`src/rtl/apb_bridge_pkg.sv`:
```
// Shared definitions for the AHB-to-APB bridge: FSM state encoding,
// default bus widths and the AHB HTRANS encodings.
package apb_bridge_pkg;

  localparam int ADDR_W_DEF = 32;
  localparam int DATA_W_DEF = 32;
  localparam int NSLV_DEF   = 3;

  typedef enum logic [2:0] {
    ST_IDLE     = 3'd0,
    ST_WWAIT    = 3'd1,
    ST_READ     = 3'd2,
    ST_WRITE    = 3'd3,
    ST_WRITEP   = 3'd4,
    ST_RENABLE  = 3'd5,
    ST_WENABLE  = 3'd6,
    ST_WENABLEP = 3'd7
  } state_e;

  typedef enum logic [1:0] {
    HTRANS_IDLE   = 2'b00,
    HTRANS_BUSY   = 2'b01,
    HTRANS_NONSEQ = 2'b10,
    HTRANS_SEQ    = 2'b11
  } htrans_e;

endpackage

```
`src/rtl/apb_controller_if.sv`:
```
// Bus bundle between the AHB slave interface / APB peripherals and the
// APB controller. The controller uses the master modport.
interface apb_controller_if #(
  parameter int ADDR_W = 32,
  parameter int DATA_W = 32,
  parameter int NSLV   = 3
) ();
  logic              valid;
  logic              hwrite;
  logic              hwritereg;
  logic [ADDR_W-1:0] haddr;
  logic [ADDR_W-1:0] haddr1;
  logic [ADDR_W-1:0] haddr2;
  logic [DATA_W-1:0] hwdata;
  logic [DATA_W-1:0] hwdata1;
  logic [NSLV-1:0]   temp_selx;

  logic              pwrite;
  logic              penable;
  logic [NSLV-1:0]   pselx;
  logic [ADDR_W-1:0] paddr;
  logic [DATA_W-1:0] pwdata;
  logic              hreadyout;

  modport master (
    input  valid, hwrite, hwritereg, haddr, haddr1, haddr2,
           hwdata, hwdata1, temp_selx,
    output pwrite, penable, pselx, paddr, pwdata, hreadyout
  );

  modport slave (
    output valid, hwrite, hwritereg, haddr, haddr1, haddr2,
           hwdata, hwdata1, temp_selx,
    input  pwrite, penable, pselx, paddr, pwdata, hreadyout
  );
endinterface

```
`src/rtl/apb_controller.sv`:
```
// APB-side master FSM of the AHB-to-APB bridge. Sequences SETUP/ENABLE
// phases for single reads, single writes and pipelined writes, and
// throttles the AHB master through hreadyout. All outputs are registered.
module apb_controller
  import apb_bridge_pkg::*;
#(
  parameter int ADDR_W = ADDR_W_DEF,
  parameter int DATA_W = DATA_W_DEF,
  parameter int NSLV   = NSLV_DEF
) (
  input  logic          hclk,
  input  logic          hresetn,
  apb_controller_if.master bus
);

  state_e            state_q, state_d;
  logic              pwrite_q, pwrite_d;
  logic              penable_q, penable_d;
  logic [NSLV-1:0]   pselx_q, pselx_d;
  logic [ADDR_W-1:0] paddr_q, paddr_d;
  logic [DATA_W-1:0] pwdata_q, pwdata_d;
  logic              hreadyout_q, hreadyout_d;

  // State register
  always_ff @(posedge hclk) begin
    if (!hresetn) state_q <= ST_IDLE;
    else          state_q <= state_d;
  end

  // Next-state decode
  always_comb begin
    state_d = state_q;
    unique case (state_q)
      ST_IDLE: begin
        if (bus.valid && bus.hwrite)       state_d = ST_WWAIT;
        else if (bus.valid)                state_d = ST_READ;
      end
      ST_WWAIT:    state_d = bus.valid ? ST_WRITEP : ST_WRITE;
      ST_READ:     state_d = ST_RENABLE;
      ST_WRITE:    state_d = bus.valid ? ST_WENABLEP : ST_WENABLE;
      ST_WRITEP:   state_d = ST_WENABLEP;
      ST_RENABLE,
      ST_WENABLE: begin
        if (bus.valid && !bus.hwrite)      state_d = ST_READ;
        else if (bus.valid && bus.hwrite)  state_d = ST_WWAIT;
        else                               state_d = ST_IDLE;
      end
      ST_WENABLEP: begin
        if (!bus.hwritereg)                state_d = ST_READ;
        else if (bus.valid)                state_d = ST_WRITEP;
        else                               state_d = ST_WRITE;
      end
    endcase
  end

  // Next output values, keyed on the state being entered
  always_comb begin
    pwrite_d    = pwrite_q;
    penable_d   = penable_q;
    pselx_d     = pselx_q;
    paddr_d     = paddr_q;
    pwdata_d    = pwdata_q;
    hreadyout_d = hreadyout_q;
    unique case (state_d)
      ST_IDLE: begin
        pselx_d     = '0;
        penable_d   = 1'b0;
        pwrite_d    = 1'b0;
        hreadyout_d = 1'b1;
      end
      ST_WWAIT: begin
        // Address captured; write data arrives on the next cycle.
        pselx_d     = '0;
        penable_d   = 1'b0;
        hreadyout_d = 1'b1;
      end
      ST_READ: begin
        paddr_d     = bus.haddr;
        pwrite_d    = 1'b0;
        pselx_d     = bus.temp_selx;
        penable_d   = 1'b0;
        hreadyout_d = 1'b0;
      end
      ST_WRITE,
      ST_WRITEP: begin
        pwrite_d    = 1'b1;
        penable_d   = 1'b0;
        hreadyout_d = 1'b0;
        if (state_q == ST_WENABLEP) begin
          // Queued write of a pipelined pair: its address/data are one
          // stage older by now; select is unchanged from the first write.
          paddr_d  = bus.haddr2;
          pwdata_d = bus.hwdata1;
        end else begin
          paddr_d  = bus.haddr1;
          pwdata_d = bus.hwdata;
          pselx_d  = bus.temp_selx;
        end
      end
      ST_RENABLE,
      ST_WENABLE,
      ST_WENABLEP: begin
        penable_d   = 1'b1;
        hreadyout_d = 1'b1;
      end
    endcase
  end

  // Registered APB outputs and AHB ready
  always_ff @(posedge hclk) begin
    if (!hresetn) begin
      pwrite_q    <= 1'b0;
      penable_q   <= 1'b0;
      pselx_q     <= '0;
      paddr_q     <= '0;
      pwdata_q    <= '0;
      hreadyout_q <= 1'b1;
    end else begin
      pwrite_q    <= pwrite_d;
      penable_q   <= penable_d;
      pselx_q     <= pselx_d;
      paddr_q     <= paddr_d;
      pwdata_q    <= pwdata_d;
      hreadyout_q <= hreadyout_d;
    end
  end

  assign bus.pwrite    = pwrite_q;
  assign bus.penable   = penable_q;
  assign bus.pselx     = pselx_q;
  assign bus.paddr     = paddr_q;
  assign bus.pwdata    = pwdata_q;
  assign bus.hreadyout = hreadyout_q;

endmodule

```
`src/flat_wrapper.sv`:
```
// flat-port wrapper written by rule: the top's interface ports become plain ports
module apb_controller_flat import apb_bridge_pkg::*;
#(
  parameter int ADDR_W = ADDR_W_DEF,
  parameter int DATA_W = DATA_W_DEF,
  parameter int NSLV   = NSLV_DEF
)
  (hclk, hresetn, bus_valid, bus_hwrite, bus_hwritereg, bus_haddr, bus_haddr1, bus_haddr2, bus_hwdata, bus_hwdata1, bus_temp_selx, bus_pwrite, bus_penable, bus_pselx, bus_paddr, bus_pwdata, bus_hreadyout);
  apb_controller_if #(.ADDR_W(ADDR_W), .DATA_W(DATA_W), .NSLV(NSLV)) bus_i ();
  input  logic hclk;
  input  logic hresetn;
  input wire logic [$bits(bus_i.valid)-1:0] bus_valid;
  input wire logic [$bits(bus_i.hwrite)-1:0] bus_hwrite;
  input wire logic [$bits(bus_i.hwritereg)-1:0] bus_hwritereg;
  input wire logic [$bits(bus_i.haddr)-1:0] bus_haddr;
  input wire logic [$bits(bus_i.haddr1)-1:0] bus_haddr1;
  input wire logic [$bits(bus_i.haddr2)-1:0] bus_haddr2;
  input wire logic [$bits(bus_i.hwdata)-1:0] bus_hwdata;
  input wire logic [$bits(bus_i.hwdata1)-1:0] bus_hwdata1;
  input wire logic [$bits(bus_i.temp_selx)-1:0] bus_temp_selx;
  output wire logic [$bits(bus_i.pwrite)-1:0] bus_pwrite;
  output wire logic [$bits(bus_i.penable)-1:0] bus_penable;
  output wire logic [$bits(bus_i.pselx)-1:0] bus_pselx;
  output wire logic [$bits(bus_i.paddr)-1:0] bus_paddr;
  output wire logic [$bits(bus_i.pwdata)-1:0] bus_pwdata;
  output wire logic [$bits(bus_i.hreadyout)-1:0] bus_hreadyout;
  assign bus_i.valid = bus_valid;
  assign bus_i.hwrite = bus_hwrite;
  assign bus_i.hwritereg = bus_hwritereg;
  assign bus_i.haddr = bus_haddr;
  assign bus_i.haddr1 = bus_haddr1;
  assign bus_i.haddr2 = bus_haddr2;
  assign bus_i.hwdata = bus_hwdata;
  assign bus_i.hwdata1 = bus_hwdata1;
  assign bus_i.temp_selx = bus_temp_selx;
  assign bus_pwrite = bus_i.pwrite;
  assign bus_penable = bus_i.penable;
  assign bus_pselx = bus_i.pselx;
  assign bus_paddr = bus_i.paddr;
  assign bus_pwdata = bus_i.pwdata;
  assign bus_hreadyout = bus_i.hreadyout;
  apb_controller #(.ADDR_W(ADDR_W), .DATA_W(DATA_W), .NSLV(NSLV)) u_core (.hclk(hclk), .hresetn(hresetn), .bus(bus_i));
endmodule
```
`config.mk`:
```
export PLATFORM = sky130hd
export DESIGN_NAME = apb_controller_flat
export DESIGN_NICKNAME = d
export VERILOG_FILES = /design/src/rtl/apb_bridge_pkg.sv /design/src/rtl/apb_controller_if.sv /design/src/rtl/apb_controller.sv /design/src/flat_wrapper.sv
export SDC_FILE = /design/constraint.sdc
export NUM_CORES = 1
export LEC_CHECK = 0
export CORE_AREA = 2 2 104 106
export CTS_CLUSTER_SIZE = 12
export DETAILED_ROUTE_END_ITERATION = 6
export DIE_AREA = 0 0 106 108
export GPL_ROUTABILITY_DRIVEN = 1
export PLACE_DENSITY_LB_ADDON = 0.3
export SYNTH_ARGS = -nofsm -noshare
export SYNTH_HDL_FRONTEND = slang
export SYNTH_SLANG_ARGS = --single-unit
```
`constraint.sdc`:
```
create_clock -name hclk -period 3.91 [get_ports hclk]
set_clock_uncertainty 0.15 [all_clocks]
set_input_delay 0.391 -clock hclk [delete_from_list [all_inputs] [get_ports hclk]]
set_output_delay 0.391 -clock hclk [all_outputs]
set_load 0.02 [all_outputs]
```
Word-level counts from Yosys, hierarchy flattened

Cells that the tools add are included.

Register bits after elaboration: 73
Word-level logic and storage cells: 55
Input port bits: 168

Multiplexer cells: 16
Reductions and logical operators: 17
Eq/ne operators: 15

Operators with widths:

| kind                                                             | number |
|---|---|
| 32-bit 2-to-1 mux                                                | 2 |
| 32-bit case mux with 2 select lines                              | 1 |
| 3-bit == test (second input constant)                            | 8 |
| 3-bit case mux with 7 select lines                               | 1 |
| 3-bit 2-to-1 mux                                                 | 6 |
| 3-bit by 2-bit == test with 1-bit output (second input constant) | 4 |
| 5-bit OR reduction                                               | 2 |
| 3-bit case mux with 3 select lines                               | 1 |
| 2-bit OR reduction                                               | 4 |
| 3-bit by 1-bit == test with 1-bit output (second input constant) | 2 |
| 3-bit logical NOT                                                | 2 |
| 1-bit case mux with 2 select lines                               | 3 |
| 3-bit OR reduction                                               | 2 |
| 2-bit nonzero test                                               | 2 |
| 3-bit nonzero test                                               | 1 |
| 1-bit logical AND                                                | 2 |
| 1-bit 2-to-1 mux                                                 | 2 |
| 2-bit != test (second input constant)                            | 1 |
| 2-bit AND reduction                                              | 1 |
| 1-bit logical NOT                                                | 1 |

Longest topological paths before layout

Depth in word-level cells: 8
Depth in mapped cells: 7
Gate-level depth less buffers: 4

Least setup slack after synthesis

OpenSTA, ideal clock, no wires.

Path kind: input to register
Start point: input bus_hwritereg
End point: register u_core.paddr_q[2], in the netlist u_core.bus.paddr[2]
Path buffers: 2
Stages on the path: 6
Setup time: 132 ps
Path slack: 2,301 ps
Arrival: 1,327 ps
Data required time: 3,628 ps
Cell sequence: and4_4 buf_2 clkbuf_2 or3_1 nand4_1 a21oi_1

Word-level cells in the longest chain between the ends: 5
Elaborated cells on any way between the ends: 8
Classes of those cells: 3 x eq/ne; 3 x mux; 2 x reduce/logical

RTL lines:

| item                                                                             | line                  | RTL |
|---|---|---|
| start, declared                                                                  | flat_wrapper.sv:14    | `input wire logic [$bits(bus_i.hwritereg)-1:0] bus_hwritereg;` |
| 3-bit 2-to-1 mux *                                                               | apb_controller.sv:49  | `if (!bus.hwritereg) state_d = ST_READ;` |
| 3-bit case mux with 7 select lines *                                             | apb_controller.sv:33  | `unique case (state_q)` |
| 3-bit by 2-bit == test with 1-bit output / 3-bit == test (equally long branches) | apb_controller.sv:64  | `unique case (state_d)` |
| 2-bit OR reduction                                                               | n/a                   |  |
| 32-bit case mux with 2 select lines / 2-bit nonzero test (equally long branches) | n/a                   |  |
| end signal, assigned                                                             | apb_controller.sv:122 | `paddr_q <= paddr_d;` |
| end, declared                                                                    | apb_controller.sv:20  | `logic [ADDR_W-1:0] paddr_q, paddr_d;` |

Every way passes the cells marked *; elsewhere a longest branch is shown, timed or not.
A chain may end at the register's enable or synchronous reset.

Worst setup path in the final report

Start point: register u_core.state_q[2]
End point: register u_core.pwdata_q[15], in the netlist u_core.bus.pwdata[15]

Word-level cells in the longest chain between the ends: 5
Elaborated cells on any way between the ends: 16
Classes of those cells: 9 x eq/ne; 4 x mux; 3 x reduce/logical

RTL lines:

| item                                                                             | line                                       | RTL |
|---|---|---|
| start, declared                                                                  | apb_controller.sv:16                       | `state_e state_q, state_d;` |
| start signal, assigned                                                           | apb_controller.sv:27                       | `else state_q <= state_d;` |
| 3-bit == test / 3-bit 2-to-1 mux (equally long branches)                         | apb_controller.sv:33, apb_controller.sv:36 |  |
| 2-bit OR reduction / 3-bit 2-to-1 mux (equally long branches)                    | apb_controller.sv:33, apb_controller.sv:35 |  |
| 3-bit case mux with 7 select lines                                               | apb_controller.sv:33                       |  |
| 3-bit by 2-bit == test with 1-bit output / 3-bit == test (equally long branches) | apb_controller.sv:64                       |  |
| 2-bit OR reduction                                                               | n/a                                        |  |
| end signal, assigned                                                             | apb_controller.sv:123                      | `pwdata_q <= pwdata_d;` |
| end, declared                                                                    | apb_controller.sv:21                       | `logic [DATA_W-1:0] pwdata_q, pwdata_d;` |

Parallel ways exist; a longest one is shown, timed or not.

==> metrics.cfg <==
[route]
drc = 0
drtAntennaViolNets = 0
drt_iter0_markers = 258
wirelength_mm = 14.97
wl_per_cell_microns = 17.13
via_per_inst = 5.686
firstDrtPassIters = 4
route.vias.total = 4970

[hold_path]
hp-class = flip-flop to flip-flop
hold_start = u_core.bus.pselx[0]

[floorplanning]
start_util = 0.4140
core_area_sq_um = 10230
die_h_microns = 108
fp-row-count = 37
die_w_microns = 106
dieArea_sq_um = 11450
ios = 238

[placed_design]
hpwlAfterDp_mm = 10.77
routabilityCongestion = 0.8329
io_buffers = 237
placed_cell_area_sq_um = 6546

[cells_and_area]
stdcell_area_sq_um = 6740
area.growth.synth_to_final_pct = 59.14
drive_above_1_share = 0.08672
layout.nets = 902
final_common_cell = clkdlybuf4s50_1
final_cell_mix = 237 x clkdlybuf4s50_1, 73 x dfxtp_1, 70 x nand2_1
antennaDiodeCount = 0

[clock_tree]
cts_buffer_depth = 2
cts-root-buf = clkbuf_8
clkLatencyLatePin_ns = 0.34
clkSinkCount = 73
cts_max_level = 3
cts_resized = 0
post_cts_buffers = 0
cts_hold_buf = 0
numCtsBuffers = 9
cts_tree = built
cts.reportedPaths.clkPinSlew_ns = 0.08

[pwr]
leakage_nw = 2.374
power_density_nw_per_um2 = 497.2
peakVddDrop_v = 0.0002473

[worst_setup_path]
worstPathArrival_ns = 3.16
crit_family = simple AND/OR/NAND/NOR gates
worstSetupStartpointType = flip-flop
crit_path_start = u_core.state_q[2]
criticalPathCategory = flip-flop to flip-flop
critical_path_buf_inv_count = 1
rr_startpoint = u_core.state_q[2]
cpMaxStageDelayCell = and4_4
crit_required_ns = 4.02
cpPeakStageDelay_ns = 0.77
end_kind = flip-flop
crit_chain = and4_4, or2_2, buf_4, nor2_1, a311oi_2
crit_fanout = 67

[logic_synthesis]
netlist_area_sq_um = 4235
synth_seq_cells = 73
yosys_warnings = 0
syn_area_per_cell_sq_um = 7.843
synth_nets = 708
netlist_instances = 540
synth_edf_count = 0
synthArstFlopShare = 0
synth_ff_type = dfxtp_1
synth_cell_type_count = 37
yosysSeqAreaShare = 0.3451

[sta]
worst_pin_slew_ns = 1.203
finalCriticalPeriod_ns = 3.052
timing.slew.headroom = 0.1977
finalHoldViolCount = 0
hold_ws_ns = 0.3022
fmax_ghz = 0.3277
rsz0062_at_grt = false
final.period_utilization = 0.7805
setup_tns_ns = 0
setup-violations-final = 0
maxSlewViolCount = 0

[status]
status = complete, no violations

[global_routing]
grt_max_degree = 68
track_usage = 0.2553
grt_pass1_wl_mm = 23.47
antenna_found_initial = 0
overflow = 0
grt_pass1_vias = 4810

[run]
maxCapViolCount = 0

-- where the power goes --
part	switching, mW	total, mW	internal, mW
clock network	0.289	0.596	0.308
logic	0.941	1.70	0.762
registers	0.118	1.05	0.935
total	1.35	3.35	2.00
-- state kept, by name (all words and copies together), names as in the netlist --
register,flops
u_core.bus.paddr,32
u_core.bus.pwdata,32
u_core.bus.pselx,3
u_core.state_q,3
u_core.bus.hreadyout,1
u_core.bus.penable,1
u_core.bus.pwrite,1
-- path summary, 6_finish.rpt --
path,to,slack [ns],cells after the start
worst min-delay path,u_core.bus.pselx[0],0.30,2
worst max register to register,u_core.bus.pwdata[15],0.86,5
worst min register to register,u_core.bus.pselx[0],0.30,2
worst max-delay path,u_core.bus.pwdata[15],0.86,5
-- synth_stat cells, drive strengths merged, types with 2 or more instances --
| library cell | number | area, sq um |
|---|---|---|
| a21boi | 2 | 15.01 |
| a21oi | 39 | 195.2 |
| a311oi | 32 | 455.4 |
| buf | 41 | 234.0 |
| clkbuf | 24 | 95.09 |
| dfxtp | 73 | 1461 |
| inv | 35 | 131.4 |
| nand2 | 70 | 262.8 |
| nand2b | 2 | 12.51 |
| nand3 | 3 | 15.01 |
| nand4 | 67 | 419.2 |
| nor2 | 35 | 131.4 |
| o21a | 2 | 15.01 |
| o21ai | 34 | 170.2 |
| o221ai | 34 | 297.8 |
| or3 | 32 | 200.2 |
-- worst reg2reg max path: cells and delay by family, from the launching register on --
family | cells | cell delay (ns)
AO/OA/AOI/OAI | 1 | 0.30
flip-flops | 1 | 0.75
buffers and inverters | 1 | 0.60
AND/OR/NAND/NOR | 3 | 1.17
-- metal layers --
metal | wire [microns] | track usage | part of all wire | up-vias
met5 | 0 | 0 | 0 | -
met4 | 491 | 0.1259 | 0.033 | 0
met3 | 965 | 0.04943 | 0.064 | 38
met2 | 7723 | 0.4608 | 0.52 | 226
met1 | 5790 | 0.2888 | 0.39 | 2324
li1 | - | - | - | 2382
-- metrics by stage --
step	total power [mW]	worst slack [ns]	util	std cells
floorplan	2.094	2.301	-	540
global placement	2.712	0.9910	0.6398	859
detailed placement	2.766	0.7957	0.6398	859
CTS	3.360	0.8711	0.6588	874
global route	3.545	0.6061	0.6588	874
finish	3.351	0.8583	0.6588	874
-- cells by family after synthesis --
group	synth area share
buf+inv	0.1087
simple gates	0.2635
flops	0.3451
compound gates	0.2827
-- area by class of cell --
type                            count  area, sq um
Sequential cell                    73         1461
Inverter                           35        131.4
Timing Repair Buffer              248         2455
Multi-Input combinational cell    367         2328
Clock inverter                      5        56.30
Fill cell                         848         3491
Clock buffer                       10        137.6
Tap cell                          136        170.2
Note: power is estimated with default switching activity, not from simulation.
